[config.mk]
export PLATFORM = sky130hd
export DESIGN_NAME = prog_loader
export DESIGN_NICKNAME = d
export VERILOG_FILES = /design/src/rtl/prog_loader.sv
export SDC_FILE = /design/constraint.sdc
export NUM_CORES = 1
export LEC_CHECK = 0
export ABC_AREA = 1
export CORE_ASPECT_RATIO = 0.75
export CORE_MARGIN = 8
export CORE_UTILIZATION = 51
export DETAILED_ROUTE_END_ITERATION = 6
export GPL_TIMING_DRIVEN = 0
export PLACE_DENSITY = 0.81
export REMOVE_ABC_BUFFERS = 1
export SYNTH_ARGS = -nofsm -noshare
export SYNTH_HDL_FRONTEND = slang
export SYNTH_SLANG_ARGS = --single-unit
[constraint.sdc]
create_clock -name clk -period 6.85 [get_ports clk]
set_input_delay 1.0275 -clock clk [delete_from_list [all_inputs] [get_ports clk]]
set_output_delay 1.0275 -clock clk [all_outputs]
set_load 0.1 [all_outputs]
[src/rtl/prog_loader.sv]
// Program loader and run controller: streams a program into instruction memory,
// optionally zero-fills the rest, then runs the core until halt or cycle budget.
module prog_loader #(
  parameter int XLEN       = 32,
  parameter int DEPTH      = 1024,
  parameter int ADDR_W     = $clog2(DEPTH),
  parameter bit CLEAR_EN   = 1'b1,
  parameter int MAX_CYCLES = 1000,
  parameter int CNT_W      = 32
) (
  input  logic              clk,
  input  logic              reset,
  input  logic              start,
  input  logic              load_valid,
  output logic              load_ready,
  input  logic [XLEN-1:0]   load_data,
  input  logic              load_last,
  output logic              mem_we,
  output logic [ADDR_W-1:0] mem_addr,
  output logic [XLEN-1:0]   mem_wdata,
  output logic              core_reset_n,
  input  logic              halt_in,
  output logic              running,
  output logic              done,
  output logic              timeout,
  output logic              overflow,
  output logic [ADDR_W:0]   words_loaded,
  output logic [CNT_W-1:0]  cycles
);

  typedef enum logic [2:0] {
    IDLE  = 3'd0,
    LOAD  = 3'd1,
    CLEAR = 3'd2,
    RUN   = 3'd3,
    DONE  = 3'd4
  } state_t;

  localparam logic [ADDR_W-1:0] LAST_ADDR = ADDR_W'(DEPTH - 1);
  localparam logic [CNT_W-1:0]  BUDGET    = CNT_W'(MAX_CYCLES);
  localparam logic [CNT_W-1:0]  CNT_MAX   = {CNT_W{1'b1}};
  localparam bit                BUDGET_EN = (MAX_CYCLES != 32'sd0);

  state_t             state_r;
  logic [ADDR_W-1:0]  ptr_r;
  logic               mem_we_r;
  logic [ADDR_W-1:0]  mem_addr_r;
  logic [XLEN-1:0]    mem_wdata_r;
  logic               core_reset_n_r;
  logic               running_r;
  logic               done_r;
  logic               timeout_r;
  logic               overflow_r;
  logic [ADDR_W:0]    words_loaded_r;
  logic [CNT_W-1:0]   cycles_r;

  logic               handshake_s;
  logic               budget_hit_s;
  logic [CNT_W-1:0]   cycles_next_s;

  // Handshake decode, saturating cycle increment and budget detection
  always_comb begin
    handshake_s   = load_valid & load_ready;
    cycles_next_s = cycles_r;
    budget_hit_s  = 1'b0;
    if (cycles_r == CNT_MAX) begin
      cycles_next_s = cycles_r;
    end else begin
      cycles_next_s = cycles_r + CNT_W'(1);
    end
    // The edge that makes cycles equal the budget is the last edge the core sees
    if (BUDGET_EN) begin
      budget_hit_s = core_reset_n_r && (cycles_next_s == BUDGET);
    end else begin
      budget_hit_s = 1'b0;
    end
  end

  // Controller state machine with registered memory-write and run outputs
  always_ff @(posedge clk) begin
    if (reset) begin
      state_r        <= IDLE;
      ptr_r          <= '0;
      mem_we_r       <= 1'b0;
      mem_addr_r     <= '0;
      mem_wdata_r    <= '0;
      core_reset_n_r <= 1'b0;
      running_r      <= 1'b0;
      done_r         <= 1'b0;
      timeout_r      <= 1'b0;
      overflow_r     <= 1'b0;
      words_loaded_r <= '0;
      cycles_r       <= '0;
    end else begin
      mem_we_r <= 1'b0;
      case (state_r)
        IDLE, DONE: begin
          if (start) begin
            state_r        <= LOAD;
            ptr_r          <= '0;
            done_r         <= 1'b0;
            timeout_r      <= 1'b0;
            overflow_r     <= 1'b0;
            words_loaded_r <= '0;
            cycles_r       <= '0;
          end
        end
        LOAD: begin
          if (handshake_s) begin
            mem_we_r       <= 1'b1;
            mem_addr_r     <= ptr_r;
            mem_wdata_r    <= load_data;
            ptr_r          <= ptr_r + ADDR_W'(1);
            words_loaded_r <= words_loaded_r + (ADDR_W+1)'(1);
            if (load_last) begin
              if (CLEAR_EN && (ptr_r != LAST_ADDR)) begin
                state_r <= CLEAR;
              end else begin
                state_r <= RUN;
              end
            end else if (ptr_r == LAST_ADDR) begin
              // Memory full with more program pending: never release the core
              state_r    <= DONE;
              overflow_r <= 1'b1;
              done_r     <= 1'b1;
            end
          end
        end
        CLEAR: begin
          mem_we_r    <= 1'b1;
          mem_addr_r  <= ptr_r;
          mem_wdata_r <= '0;
          ptr_r       <= ptr_r + ADDR_W'(1);
          if (ptr_r == LAST_ADDR) begin
            state_r <= RUN;
          end
        end
        RUN: begin
          if (core_reset_n_r) begin
            cycles_r <= cycles_next_s;
          end
          // Halt takes priority over the budget so timeout stays clear
          if (halt_in) begin
            state_r        <= DONE;
            done_r         <= 1'b1;
            core_reset_n_r <= 1'b0;
            running_r      <= 1'b0;
          end else if (budget_hit_s) begin
            state_r        <= DONE;
            done_r         <= 1'b1;
            timeout_r      <= 1'b1;
            core_reset_n_r <= 1'b0;
            running_r      <= 1'b0;
          end else begin
            core_reset_n_r <= 1'b1;
            running_r      <= 1'b1;
          end
        end
        default: begin
          state_r        <= IDLE;
          core_reset_n_r <= 1'b0;
          running_r      <= 1'b0;
        end
      endcase
    end
  end

  assign load_ready   = (state_r == LOAD);
  assign mem_we       = mem_we_r;
  assign mem_addr     = mem_addr_r;
  assign mem_wdata    = mem_wdata_r;
  assign core_reset_n = core_reset_n_r;
  assign running      = running_r;
  assign done         = done_r;
  assign timeout      = timeout_r;
  assign overflow     = overflow_r;
  assign words_loaded = words_loaded_r;
  assign cycles       = cycles_r;

endmodule

# After elaboration in Yosys (flattened, before gate mapping)
# Cells that the tools add are included.
op_classes:
  eq_ne: 18
  bitwise_logic: 1
  addsub: 3
  n_reduce_logical: 17
  mux: 38
  order_cmp: 0
  n_mul: 0
  div: 0
  n_shift: 0
ops:
  columns: ["op", "n"]
  rows:
  - ["32-bit 2-to-1 mux", 4]
  - ["32-bit one-hot mux with 2 select lines", 2]
  - ["32-bit by 1-bit adder with 32-bit output (second input constant)", 1]
  - ["32-bit by 10-bit == test with 1-bit output (second input constant)", 1]
  - ["32-bit == test (second input constant)", 1]
  - ["10-bit 2-to-1 mux", 3]
  - ["10-bit one-hot mux with 3 select lines", 1]
  - ["11-bit 2-to-1 mux", 2]
  - ["11-bit one-hot mux with 2 select lines", 1]
  - ["3-bit 2-to-1 mux", 7]
  - ["10-bit one-hot mux with 2 select lines", 1]
  - ["2-bit inequality test (second input constant)", 6]
  - ["3-bit one-hot mux with 4 select lines", 1]
  - ["11-bit by 1-bit adder with 11-bit output (second input constant)", 1]
  - ["1-bit 2-to-1 mux", 11]
  - ["10-bit by 1-bit adder with 10-bit output (second input constant)", 1]
  - ["10-bit == test (second input constant)", 1]
  - ["10-bit inequality test (second input constant)", 1]
  - ["5-bit AND reduction", 2]
  - ["3-bit AND reduction", 3]
  - ["1-bit one-hot mux with 2 select lines", 4]
  - ["3-bit by 2-bit == test with 1-bit output (second input constant)", 2]
  - ["6-bit AND reduction", 1]
  - ["2-bit nonzero test", 3]
  - ["other kinds (14)", 16]
totals:
  mem_bits_rw: 0
  romBits: 0
  input_bits: 38
  regBits: 103
  output_inout_bits: 92
  latch_bits: 0
  word_cells: 88
  memories: 0

# Logic depth before layout (Yosys ltp)
# Gate-level depths: netlist of the first run.
logic_depth:
  depth_word: 7
  mapped_depth: 18

# Least setup slack after synthesis of the first run
# OpenSTA, ideal clock, no wires.
synth_timing:
  path_type: "reg-to-reg"
  start: "reg cycles_r[0] (netlist: cycles[0])"
  end: "reg state_r[0]"
  n_path_buf: 1
  t_arrival_ns: 2.848
  setup_ns: 0.115
  path_slack_ns: 3.887
  t_required_ns: 6.735
  path_stages_with_launch: 18
  cell_sequence: "dfxtp_1 > ha_1 > inv_2 > nor2_4 > nand2_4 > nor2_8 > nand2_4 > buf_6 > nand2_2 > nand3_1 > nor2_1 > nand3_1 > nor2_1 > nand2_2 > nand3_4 > nand3_1 > nand2_1 > nor2_1"
synth_via:
  elab_chain_len: 6
  word_cells_on_any_way: 7
synth_rtl:
  columns: ["element", "line", "text"]
  rows:
  - ["start: declaration", "55", "logic [CNT_W-1:0] cycles_r;"]
  - ["start signal: assignment", "140", "cycles_r <= cycles_next_s;"]
  - ["32-bit by 1-bit adder with 32-bit output or 32-bit == test (tied branches)", "69, 66", null]
  - ["32-bit 2-to-1 mux *", "66", "if (cycles_r == CNT_MAX) begin"]
  - ["32-bit by 10-bit == test with 1-bit output *", "73", "budget_hit_s = core_reset_n_r && (cycles_next_s == BUDGET);"]
  - ["1-bit logical AND *", "73", null]
  - ["3-bit inequality test (no source line) *", null, null]
  - ["5-bit AND reduction (no source line) *", null, null]
  - ["end signal: assignment", "82", "state_r <= IDLE;"]
  - ["end signal: assignment", "99", "state_r <= LOAD;"]
  - ["end signal: assignment", "117", "state_r <= CLEAR;"]
  - ["end: declaration", "44", "state_t state_r;"]
# Mark *: on every way between the ends. The rest lies on a longest branch, timed or not.
# A chain may end at the register's enable or synchronous reset.

# Final worst setup path of the first run
layout_timing:
  start: "in load_valid"
  end: "reg ptr_r[0]"
layout_via:
  elab_chain_len: 3
layout_rtl:
  columns: ["element", "line", "text"]
  rows:
  - ["start: declaration", "14", "input logic load_valid,"]
  - ["1-bit bitwise AND", "63", "handshake_s = load_valid & load_ready;"]
  - ["2-bit by 1-bit inequality test with 1-bit output (no source line)", null, null]
  - ["3-bit AND reduction (no source line)", null, null]
  - ["end signal: assignment", "113", "ptr_r <= ptr_r + ADDR_W'(1);"]
  - ["end signal: assignment", "133", "ptr_r <= ptr_r + ADDR_W'(1);"]
  - ["end: declaration", "45", "logic [ADDR_W-1:0] ptr_r;"]
# No other way between the ends.

==> impl_metrics.ini, run 1 <==
[placement]
dpl_cell_area_mm2 = 0.00650
port_buffers = 129
hpwl_um = 12200
gp_congestion = 0.979
dp_slack_ns = 2.78

[worst_setup_path]
start_kind = primary input
path_class = in2reg
r2r_start = state_r[1]
worstPathRequired_ns = 7.14
endpoint_kind = flip-flop
reg2reg_depth = 8
path_max_fanout = 52
crit_start = load_valid
worstPathArrival_ns = 4.03

[synth]
netlist_area_mm2 = 0.00515
synth.top_cell.area_share_pct = 40.0
syn_inst = 778
yosys.area.top_type = dfxtp_1
synth_edf_count = 0
yosys_warnings = 0
synth_seq_cells = 103
yosys_most_used_dff = dfxtp_1
ys_seq_area_share_pct = 40.0
synthArstFlopShare_pct = 0
syn_avg_cell_area_um2 = 6.62
synth.area.top_cells = dfxtp_1 (40%), nand2_1 (16%), a21oi_1 (9.2%)
synthDistinctLibCells = 37

[route]
ant_nets = 0
drcViolationCount = 0
wl_met2_um = 7290
drt_first_pass_iters = 5
dr.max_layer_used = met4
routed_via_density = 5.40
wl_met3_um = 1330
routed_wirelength_um = 16500
routedWlPerCell_um = 16.1
via_count = 5529
drtIter0Drc = 544
drt-met1-wl_um = 7700

[power]
leakage_nw = 2.41
cellPowerDensity_mw_per_mm2 = 371
vdd_drop_max_mv = 0.229

[global_routing]
grt_remaining_overflow = 0
antenna_found_initial = 0
grt_pass1_vias = 5151
track_usage_pct = 24.0
grt_pass1_wl_um = 26500
grt_max_degree = 53

[final_layout]
fin_area_mm2 = 0.00679
layout_commonest_cell = nand2_1
mostFrequentLayoutCells = nand2_1 (224), clkdlybuf4s50_1 (128), nor2_1 (105), dfxtp_1 (103), a21oi_1 (95)
syn2layout_area_growth_pct = 31.8
diodes = 0
final_net_count = 927
utilization_pct = 69.8
drive_above_1_share_pct = 4.49

[cts]
ctsHoldBuffers = 0
cts.sinks = 103
ctsLongestPathBuffers = 2
root_buffer = clkbuf_16
postCtsSetupRepairBufs = 0
cts_tree = done
cts_resized = 0
cts_made_buffers = 9
clk_pin_slew_ns = 0.08
clk_latency_ns = 0.35
htree_levels = 3

[floorplan]
io_pins = 130
dieArea_mm2 = 0.0136
initial_core_util_pct = 52.9
fp.coreArea_mm2 = 0.00974
die_x_um = 132
die_height_um = 103
row_count = 31

[sta]
setup_viol = 0
hold_viol = 0
worst_slew_pin_slew_ns = 1.25
final.min_clock_period_ns = 3.74
min_period_over_period_pct = 54.6
rsz0062_at_grt = no
setup_ws_ns = 3.11
finalMaxSlewViolations = 0
clock_skew_ns = 0.00866
slew-limit-headroom_pct = 17.0
max_freq_mhz = 268
fin_tns_setup_ns = 0

[run_status]
outcome = finished clean

[worst_hold_path]
hp-start = words_loaded[10]
hold-path-cell-count = 1
hold_class = reg2reg

[job]
maxCapViolations = 0
-- stage by stage --
| stage | hold WS (ns) | std cells | total power [mW] |
|---|---|---|---|
| after detailed placement | 0.445 | 1007 | 2.02 |
| final | 0.461 | 1023 | 2.52 |
| after CTS | 0.462 | 1023 | 2.53 |
| after global placement | 0.439 | 1005 | 1.98 |
| after floorplan | 0.467 | 744 | 1.69 |
| after global routing | 0.491 | 1023 | 2.65 |
-- layout make-up --
class / count / area (µm²)
Multi-Input combinational cell: 593 / 2770
Clock inverter: 7 / 66.3
Tap cell: 132 / 165
Clock buffer: 9 / 225
Sequential cell: 103 / 2060
Inverter: 48 / 181
Timing Repair Buffer: 131 / 1320
Fill cell: 864 / 2940
-- state kept, by name, summed over array words and instances, names as in the netlist, 3 cells and up --
register and cells:
mem_wdata 32, words_loaded 11, ptr_r 10, mem_addr 10
cycles 32, state_r 3
-- metal layers --
layer / up-vias / global-route usage (%)
met4: 0 / 4.93
met1: 2565 / 32.7
met3: 13 / 6.33
li1: 2751 / -
met2: 200 / 37.7
met5: - / 0
-- cells in the mapped netlist, types with 2 or more instances --
cell,count
nand2_1,225
nand2_2,4
clkinv_1,2
a21oi_1,95
xnor2_1,6
inv_1,42
nor3_1,7
nor2_4,2
ha_1,3
o21ai_1,3
xor2_1,6
nand3b_1,11
nor4_1,2
o21ai_0,38
nand2_4,2
buf_4,2
inv_2,3
dfxtp_1,103
clkbuf_1,30
nand4_1,5
a221oi_1,4
nor2_1,105
nor3_2,3
nand3_1,62
-- critical path, stage by stage --
cell	delay, ns
clkdlybuf4s50_1	0.56
nand2_1	0.11
nand2_2	0.67
clkinv_1	1.08
nor2_1	0.40
a21oi_1	0.07
nor2_1	0.08
-- where the power goes --
group          switching [mW]  internal (mW)
registers              0.0578          0.689
logic                   0.988          0.282
clock network           0.250          0.256
total                    1.30           1.23
-- kinds of logic (layout without fill, tap and decap cells) --
kind of cell    count (synthesis)  in the layout  share of synthesized area, %
simple gates                  434            434                          36.4
xor+xnor                       12             12                          2.04
flops                         103            103                          40.0
compound gates                144            144                          14.5
buf+inv                        82            195                          6.31
fa+ha+maj                       3              3                         0.728
-- path summary, 6_finish.rpt --
path	to	slack, ns
min reg2reg	words_loaded[10]	0.46
max reg2reg	ptr_r[0]	3.35
max	ptr_r[0]	3.11
min	words_loaded[10]	0.46
Power figures use the tool's default switching activity.
==> run 2: changes to the inputs <==
--- a/config.mk
+++ b/config.mk
@@ -8,10 +8,10 @@
 export ABC_AREA = 1
 export CORE_ASPECT_RATIO = 0.75
 export CORE_MARGIN = 8
-export CORE_UTILIZATION = 51
+export CORE_UTILIZATION = 45
 export DETAILED_ROUTE_END_ITERATION = 6
 export GPL_TIMING_DRIVEN = 0
-export PLACE_DENSITY = 0.81
+export PLACE_DENSITY = 0.75
 export REMOVE_ABC_BUFFERS = 1
 export SYNTH_ARGS = -nofsm -noshare
 export SYNTH_HDL_FRONTEND = slang
==> constraint.sdc (replaced) <==
create_clock -name clk -period 3 [get_ports clk]
set_input_delay 0.45 -clock clk [delete_from_list [all_inputs] [get_ports clk]]
set_output_delay 0.45 -clock clk [all_outputs]
set_load 0.1 [all_outputs]
==> impl_metrics.ini, run 2 (synthesized netlist as in run 1, its figures left out) <==
[sta]
finalMaxSlewViolations = 0
max_freq_mhz = 369
final.min_clock_period_ns = 2.71
rsz0062_at_grt = no
min_period_over_period_pct = 90.3
slew-limit-headroom_pct = 31.4
hold_viol = 0
fin_tns_setup_ns = 0
setup_viol = 0
clock_skew_ns = 0.00816
worst_slew_pin_slew_ns = 1.03

[floorplan]
die_x_um = 140
io_pins = 130
fp.coreArea_mm2 = 0.0114
die_height_um = 109
initial_core_util_pct = 45.2
row_count = 34
dieArea_mm2 = 0.0152

[cts]
cts_tree = done
cts_made_buffers = 9
htree_levels = 3
root_buffer = clkbuf_16
clk_latency_ns = 0.34
ctsLongestPathBuffers = 2
postCtsSetupRepairBufs = 0
clk_pin_slew_ns = 0.07
cts.sinks = 103

[route]
routed_wirelength_um = 15000
drcViolationCount = 0
routed_via_density = 5.19
ant_nets = 0
drtIter0Drc = 519
routedWlPerCell_um = 14.5
drt_first_pass_iters = 6
via_count = 5367

[global_routing]
grt_pass1_wl_um = 24700
track_usage_pct = 19.8
antenna_found_initial = 0
grt_pass1_vias = 4826
grt_remaining_overflow = 0
grt_max_degree = 53

[placement]
gp_congestion = 0.964
hpwl_um = 11100
port_buffers = 129

[power]
switching_share_pct = 50.0
p_int_mw = 2.91
vdd_drop_max_mv = 0.602
leakage_nw = 2.44
p_clk_share_pct = 20.7
cellPowerDensity_mw_per_mm2 = 849
switching_power_mw = 2.91
p_seq_share_pct = 29.2
p_comb_share_pct = 50.1

[final_layout]
layout_commonest_cell = nand2_1
drive_above_1_share_pct = 4.83
utilization_pct = 60.1
multi_input_area_mm2 = 0.00278
n_fill_cell = 1077
syn2layout_area_growth_pct = 33.0
mostFrequentLayoutCells = nand2_1 (224), clkdlybuf4s50_1 (127), nor2_1 (104), dfxtp_1 (102), a21oi_1 (95)
final_net_count = 927
diodes = 0
seq_area_mm2 = 0.00206

[worst_setup_path]
worstPathCellList = ha_1 -> inv_2 -> nor2_4 -> nand2_4 -> nor2_8 -> nand2_4 -> inv_6 -> nor2_1 -> nand2_1 -> nor2_1 -> nand2_1 -> nor2_1 -> nand2_2 -> nand3_4 -> a21oi_1 -> nor2_1
cp_slowest_cell = dfxtp_2
path_buf_inv = 2
critPathMaxStageDelay_ns = 0.44
start_kind = flip-flop
path_max_fanout = 27
endpoint_kind = flip-flop
crit_family = simple AND/OR/NAND/NOR gates
critPathMostFrequentCell = nor2_1
worstPathRequired_ns = 3.20
worstPathArrival_ns = 2.91
path_class = reg2reg

[run_status]
outcome = finished clean

[worst_hold_path]
hold_class = reg2reg

[job]
maxCapViolations = 0
## run 2: repair_timing
action / in CTS / in global routing
hold buffers: 0 / 0
pin swaps: 0 / 0
resized for setup: 2 / 6
setup endpoints to repair: 36 / 32
cloned: 0 / 0
## run 2: final timing paths
check              startpoint          endpoint  slack [ns]  cells after the start
max                 cycles[0]              done        0.29                     16
min          words_loaded[10]  words_loaded[10]        0.45                      1
max reg2reg         cycles[0]              done        0.29                     16
min reg2reg  words_loaded[10]  words_loaded[10]        0.45                      1
## run 2: final cells by class
cell class	count	area share [%]
Clock inverter	6	1.13
Clock buffer	10	3.34
Tap cell	144	2.63
Multi-Input combinational cell	593	40.6
Timing Repair Buffer	131	19.5
Sequential cell	103	30.1
Inverter	48	2.72
## run 2: power by group through the flow
stage / clock network [mW] / registers, mW / logic, mW
finish: 1.20 / 1.70 / 2.91
global route: 1.29 / 1.73 / 3.11
CTS: 1.22 / 1.70 / 2.92
detailed placement: 0 / 1.72 / 2.92
global placement: 0 / 1.72 / 2.83
floorplan: 0 / 2.98 / 0.864
## run 2: metrics by stage
stage | std cells | setup WS (ns) | power [mW] | cell area [µm²] | hold WS (ns)
CTS | 1035 | 0.121 | 5.84 | 6840 | 0.459
floorplan | 744 | -0.368 | 3.85 | 5010 | 0.467
global route | 1035 | 0.0290 | 6.13 | 6850 | 0.480
detailed placement | 1019 | -0.631 | 4.64 | 6530 | 0.445
finish | 1035 | 0.291 | 5.82 | 6850 | 0.454
global placement | 1017 | -2.28 | 4.55 | 6480 | 0.443
## run 2: routing by layer
metal	vias to the layer above	share of wire, %	GRT usage [%]	routed length [µm]
met3	6	8.8	5.38	1320
li1	2755	-	-	-
met2	202	40	28.1	6050
met5	-	0	0	0
met1	2404	50	29.6	7580
met4	0	0.43	2.78	64
